<file path="config.mk">
export PLATFORM = sky130hd
export DESIGN_NAME = fp_div_sched
export DESIGN_NICKNAME = d
export VERILOG_FILES = /design/src/rtl/fp_div_sched.sv
export SDC_FILE = /design/constraint.sdc
export NUM_CORES = 1
export LEC_CHECK = 0
export ABC_AREA = 1
export CAP_MARGIN = 20
export CORE_ASPECT_RATIO = 2
export CORE_MARGIN = 3
export CORE_UTILIZATION = 28
export DETAILED_ROUTE_END_ITERATION = 10
export HOLD_SLACK_MARGIN = 0.08
export MAX_ROUTING_LAYER = met4
export SETUP_SLACK_MARGIN = 0.15
export SYNTH_ARGS = -nofsm -noshare
export SYNTH_HDL_FRONTEND = slang
export SYNTH_SLANG_ARGS = --single-unit
</file>
<file path="constraint.sdc">
create_clock -name clk -period 7.2 [get_ports clk]
set_input_delay 1.44 -clock clk [delete_from_list [all_inputs] [get_ports clk]]
set_output_delay 1.44 -clock clk [all_outputs]
set_load 0.05 [all_outputs]
</file>
<file path="src/rtl/fp_div_sched.sv">
// fp_div_sched: issue/retire stage wrapped around a combinational binary64 divider.
// Operand pairs are queued in a FIFO, driven onto the divider one at a time and
// held for SETTLE_CYC cycles; the quotient is captured together with
// IEEE-754 exception flags and the user tag.
//
// Ports:
//   clk, rst                    clock, synchronous active-high reset
//   in_valid/in_ready           operand pair handshake (in_a, in_b, in_tag)
//   div_a, div_b, div_result    connection to the fp_div datapath
//   out_valid/out_ready         result handshake (out_result, out_tag,
//                               out_invalid, out_dz)
//   busy                        work queued or in flight
module fp_div_sched #(
    parameter int DEPTH      = 4,
    parameter int SETTLE_CYC = 2,
    parameter int TAG_W      = 4
) (
    input  logic             clk,
    input  logic             rst,
    input  logic             in_valid,
    output logic             in_ready,
    input  logic [63:0]      in_a,
    input  logic [63:0]      in_b,
    input  logic [TAG_W-1:0] in_tag,
    output logic [63:0]      div_a,
    output logic [63:0]      div_b,
    input  logic [63:0]      div_result,
    output logic             out_valid,
    input  logic             out_ready,
    output logic [63:0]      out_result,
    output logic [TAG_W-1:0] out_tag,
    output logic             out_invalid,
    output logic             out_dz,
    output logic             busy
);

    localparam int PTR_W = $clog2(DEPTH);
    localparam int CNT_W = (SETTLE_CYC > 1) ? $clog2(SETTLE_CYC) : 1;

    localparam logic [PTR_W:0]   FULL     = (PTR_W+1)'(DEPTH);
    localparam logic [PTR_W:0]   CNT_ONE  = (PTR_W+1)'(1);
    localparam logic [PTR_W-1:0] PTR_ONE  = PTR_W'(1);
    localparam logic [CNT_W-1:0] SET_LOAD = CNT_W'(SETTLE_CYC - 1);
    localparam logic [CNT_W-1:0] SET_ONE  = CNT_W'(1);

    typedef enum logic [1:0] {
        S_IDLE,
        S_WAIT,
        S_HOLD
    } state_t;

    // Operand storage (data only; validity is tracked by the pointers)
    logic [63:0]      mem_a_q   [DEPTH];
    logic [63:0]      mem_b_q   [DEPTH];
    logic [TAG_W-1:0] mem_tag_q [DEPTH];

    logic [PTR_W-1:0] wr_ptr_q, wr_ptr_d;
    logic [PTR_W-1:0] rd_ptr_q, rd_ptr_d;
    logic [PTR_W:0]   count_q, count_d;

    state_t           state_q, state_d;
    logic [CNT_W-1:0] cnt_q, cnt_d;

    logic [63:0]      div_a_q, div_a_d;
    logic [63:0]      div_b_q, div_b_d;
    logic [TAG_W-1:0] op_tag_q, op_tag_d;

    logic [63:0]      out_result_q, out_result_d;
    logic [TAG_W-1:0] out_tag_q, out_tag_d;
    logic             out_valid_q, out_valid_d;
    logic             out_invalid_q, out_invalid_d;
    logic             out_dz_q, out_dz_d;

    logic push;
    logic pop;

    // Field classification of the held operands
    logic a_zero, a_inf, a_nan;
    logic b_zero, b_inf, b_nan;
    logic flag_invalid, flag_dz;

    always_comb begin
        a_zero = (div_a_q[62:52] == 11'h000) && (div_a_q[51:0] == 52'd0);
        a_inf  = (div_a_q[62:52] == 11'h7FF) && (div_a_q[51:0] == 52'd0);
        a_nan  = (div_a_q[62:52] == 11'h7FF) && (div_a_q[51:0] != 52'd0);
        b_zero = (div_b_q[62:52] == 11'h000) && (div_b_q[51:0] == 52'd0);
        b_inf  = (div_b_q[62:52] == 11'h7FF) && (div_b_q[51:0] == 52'd0);
        b_nan  = (div_b_q[62:52] == 11'h7FF) && (div_b_q[51:0] != 52'd0);

        flag_invalid = a_nan | b_nan | (a_zero & b_zero) | (a_inf & b_inf);
        flag_dz      = b_zero & ~a_zero & ~a_inf & ~a_nan;
    end

    // in_ready deliberately ignores a same-cycle pop
    assign in_ready = (count_q != FULL);
    assign push     = in_valid && in_ready;

    always_comb begin
        state_d       = state_q;
        cnt_d         = cnt_q;
        div_a_d       = div_a_q;
        div_b_d       = div_b_q;
        op_tag_d      = op_tag_q;
        out_result_d  = out_result_q;
        out_tag_d     = out_tag_q;
        out_valid_d   = out_valid_q;
        out_invalid_d = out_invalid_q;
        out_dz_d      = out_dz_q;
        pop           = 1'b0;

        unique case (state_q)
            S_IDLE: begin
                if (count_q != '0) begin
                    pop     = 1'b1;
                    state_d = S_WAIT;
                end
            end
            S_WAIT: begin
                if (cnt_q != '0) begin
                    cnt_d = cnt_q - SET_ONE;
                end else begin
                    out_result_d  = div_result;
                    out_tag_d     = op_tag_q;
                    out_invalid_d = flag_invalid;
                    out_dz_d      = flag_dz;
                    out_valid_d   = 1'b1;
                    state_d       = S_HOLD;
                end
            end
            S_HOLD: begin
                if (out_ready) begin
                    // Result consumed; chain straight into the next op if queued
                    out_valid_d = 1'b0;
                    if (count_q != '0) begin
                        pop     = 1'b1;
                        state_d = S_WAIT;
                    end else begin
                        state_d = S_IDLE;
                    end
                end
            end
            default: state_d = S_IDLE;
        endcase

        if (pop) begin
            div_a_d  = mem_a_q[rd_ptr_q];
            div_b_d  = mem_b_q[rd_ptr_q];
            op_tag_d = mem_tag_q[rd_ptr_q];
            cnt_d    = SET_LOAD;
        end

        wr_ptr_d = push ? wr_ptr_q + PTR_ONE : wr_ptr_q;
        rd_ptr_d = pop  ? rd_ptr_q + PTR_ONE : rd_ptr_q;

        count_d = count_q;
        if (push && !pop) begin
            count_d = count_q + CNT_ONE;
        end else if (pop && !push) begin
            count_d = count_q - CNT_ONE;
        end
    end

    always_ff @(posedge clk) begin
        if (push) begin
            mem_a_q[wr_ptr_q]   <= in_a;
            mem_b_q[wr_ptr_q]   <= in_b;
            mem_tag_q[wr_ptr_q] <= in_tag;
        end
    end

    always_ff @(posedge clk) begin
        if (rst) begin
            wr_ptr_q      <= '0;
            rd_ptr_q      <= '0;
            count_q       <= '0;
            state_q       <= S_IDLE;
            cnt_q         <= '0;
            div_a_q       <= '0;
            div_b_q       <= '0;
            op_tag_q      <= '0;
            out_result_q  <= '0;
            out_tag_q     <= '0;
            out_valid_q   <= 1'b0;
            out_invalid_q <= 1'b0;
            out_dz_q      <= 1'b0;
        end else begin
            wr_ptr_q      <= wr_ptr_d;
            rd_ptr_q      <= rd_ptr_d;
            count_q       <= count_d;
            state_q       <= state_d;
            cnt_q         <= cnt_d;
            div_a_q       <= div_a_d;
            div_b_q       <= div_b_d;
            op_tag_q      <= op_tag_d;
            out_result_q  <= out_result_d;
            out_tag_q     <= out_tag_d;
            out_valid_q   <= out_valid_d;
            out_invalid_q <= out_invalid_d;
            out_dz_q      <= out_dz_d;
        end
    end

    assign div_a       = div_a_q;
    assign div_b       = div_b_q;
    assign out_result  = out_result_q;
    assign out_tag     = out_tag_q;
    assign out_valid   = out_valid_q;
    assign out_invalid = out_invalid_q;
    assign out_dz      = out_dz_q;
    assign busy        = (count_q != '0) || (state_q != S_IDLE);

endmodule

</file>
==> metrics.md <==
| Metric | Value |
|---|---|
| Outcome | finished, final reports clean |
| Crit path depth | 3 |
| Final instance area | 35,000 um^2 |
| Most common cell in the netlist | nor2_1 |
| DR DRC count | 0 |
| Rows | ~160 |
| Clk sink count | ~740 |
| Endpoints failing setup | 0 |
| Required @ worst endpoint | approximately 5800 ps |
| Num CTS Buffers | 71 |
| Unique masters post-synth | 28 |
| Count of input and output buffers | 400 |
| Worst reg2reg startpoint | rd_ptr_q[0] |
| Post-DP HPWL | ~50 mm |
| Setup Buffers After CTS | 0 |
| Cell family with most CP delay | buffers and inverters |
| Crit path from | count_q[1] |
| Fin crit share | 51.1% |
| Clk buf depth | 3 |
| Root buffer cell | clkbuf_16 |
| Setup ws final | ~3500 ps |
| Syn Area/Cell | ~12 um^2 |
| Power Density | ~440 nW/um^2 |
| Reg2Reg Setup Slack | slightly above 4000 ps |
| Worst path buffer plus inverter count | 2 |
| Synthesis-stage register bit count | about 740 |
| Worst setup EP type | output pin |
| Slew @ Worst Pin | approximately 1100 ps |
| GRT Total Usage | around 16% |
| Router iterations before antenna repair | 4 |
| YS warnings | 0 |
| Mapped Area | 27,400 um^2 |
| Initial antenna violation count | 12 |
| Fmax | roughly 270 MHz |
| H-tree levels | 3 |
| Worst setup path category | flip-flop to output pin |
| ANT nets after route | 0 |
| Met3 wire length | about 6 mm |
| RD Place Congestion | about 0.73 |
| Min Tclk post-route | roughly 3700 ps |
| Min-Delay Path Class | flip-flop to flip-flop |
| First-pass GRT wire length | about 120 mm |
| Crit path DAT | 2240 ps |
| Slew Limit Fails | 0 |
| Worst setup SP type | flip-flop |
| Met2 routed WL | approximately 42 mm |
| Async set-or-reset flop fraction in the synthesized netlist | 0% |
| Area delta synth->final | 27.6% |
| R2R Path End | div_b[54] |
| Yosys top cell area share | between 50 and 60% |
| DR vias | between 15,000 and 20,000 |
| CTS tree | built |
| Main synth FF type | edfxtp_1 |
| Starting Density | 28.3% |
| Layout cells sized above 1 | 5.54% |
| Worst hold slack | 463 ps |
| CP max stage cell | clkdlybuf4s50_1 |
| Worst slack at placement | between 3000 and 4000 ps |
| Peak VDD IR | 0.335 mV |
| Cell Chain, Critical Path | inv_1 > nand3_1 > clkdlybuf4s50_1 |
| Ports | roughly 400 |
| WL/cell | about 20 um |
| M1 WL | between 30 and 40 mm |
| Worst skew pair latency | roughly 650 ps |
| Yosys top cell by area | edfxtp_1 |
| Final global-route overflow total | 0 |
| Core outline area | 96,700 um^2 |
| Synth Instances | between 2,000 and 2,500 |
| Fin util | ~36% |
| Post-Syn Nets | around 2,600 |
| Final #Nets | ~2,900 |
| Placed Instance Area | 32,600 um^2 |
| Slew HR | 30.0% |
| Crit-path max FO | 3 |
| DR iter-0 viols | about 840 |
| Vias in the first global route | roughly 19,000 |
| Total leakage power | about 12 nW |
| Clock Skews | around 20 ps |
| Die height | 448 um |
| Max Cap Viol | 0 |
| Post-Place Cells | just under 4,000 |
| Top Metal Used | met4 |
| Worst-path clk slew | roughly 60 ps |
| Final WL | approximately 80 mm |
| Die Area | slightly above 100,000 um^2 |
| Hold Buf Count CTS | 0 |
| # resized after CTS | 0 |
| Post-synth EDFFs | 528 |
| Synth top cells by count | 688 x nor2_1, 528 x edfxtp_1, 442 x o21ai_0, 213 x dfxtp_1, 132 x o22ai_1 |
| RSZ-0062 raised after global routing | false |
| Final hold viol count | 0 |
| Finished Layout Cells | roughly 4,000 |
| Largest net degree at the start of global routing | ~120 |
| Seq/Total Area, Yosys | between 70 and 80% |
| Largest cells by area after synthesis | edfxtp_1 58%, dfxtp_1 16%, nor2_1 9.4%, o21ai_0 8.1%, o22ai_1 3.0% |
| Critical path endpoint | in_ready |
| Vias per Instance | around 4.7 |
| Die X | about 230 um |
| R2R depth | 6 |
| Critical path's largest stage delay | between 800 and 900 ps |
## power by group
part	switching [mW]	internal [mW]	leakage [nW]
clock network	1.64	2.15	1.16
logic	4.08	1.60	4.27
registers	0.392	5.34	6.60
## tightest hold or removal path: stages (launching register included)
cell     delay, ps
dfxtp_1        310
inv_1           60
a21oi_1         50
## placed cells by master, fill, tap and decap left out, types with 16 or more instances in the layout
master,n
buf_4,23
clkbuf_1,16
edfxtp_1,528
dfxtp_1,211
o21ai_1,29
clkdlybuf4s50_1,400
o22ai_1,132
o21ai_0,442
inv_1,43
clkbuf_16,72
nand2_1,50
nor2_1,684
a21oi_1,40
## metrics by stage
stage | TNS (ps) | total power [mW]
floorplan | -296660 | 9.54
global placement | 0 | 11.6
detailed placement | 0 | 11.6
CTS | 0 | 15.5
global route | 0 | 16.1
finish | 0 | 15.2
## layer usage
layer / track usage [%] / vias to the layer above
li1: - / 9036
met1: 16.5 / 9039
met2: 29.0 / 531
met3: 4.50 / 110
met4: 5.31 / 0
met5: - / -
## sequential cells by signal (all words and copies together) (netlist names), 2 cells and up
signal and flops:
count_q 3, div_a 64, out_tag 4, mem_a_q 256
op_tag_q 4, state_q 2, wr_ptr_q 2, out_result 64
mem_b_q 256, rd_ptr_q 2, mem_tag_q 16, div_b 64
## final cells by class
cell class	count	area, um^2
Fill cell	9419	61700
Timing Repair Buffer	427	4260
Inverter	49	204
Clock buffer	98	1990
Tap cell	1222	1530
Clock inverter	34	378
Sequential cell	741	20100
Antenna cell	13	32.5
Multi-Input combinational cell	1414	6440
## cell families (layout without fill, tap and decap cells)
family	after synthesis	count (layout)	share of synthesized area [%]
AOI/OAI and AO/OA	644	644	12.4
adders and majority gates	6	6	0.301
buffers and inverters	200	608	3.20
DFF	741	741	73.4
other	0	13	0
and+or+nand+nor	764	764	10.7
## worst min-delay path by stage
stage	start	to	slack [ps]	cells past startpoint
final	div_b[46]	div_b[46]	460	2
after global routing	div_b[46]	div_b[46]	490	2
after CTS	div_b[46]	div_b[46]	470	2
after detailed placement	div_b[46]	div_b[46]	460	2
after global placement	out_valid	out_valid	450	2
after floorplan	op_tag_q[3]	out_tag[3]	450	2
(Power assumes the default switching activity.)
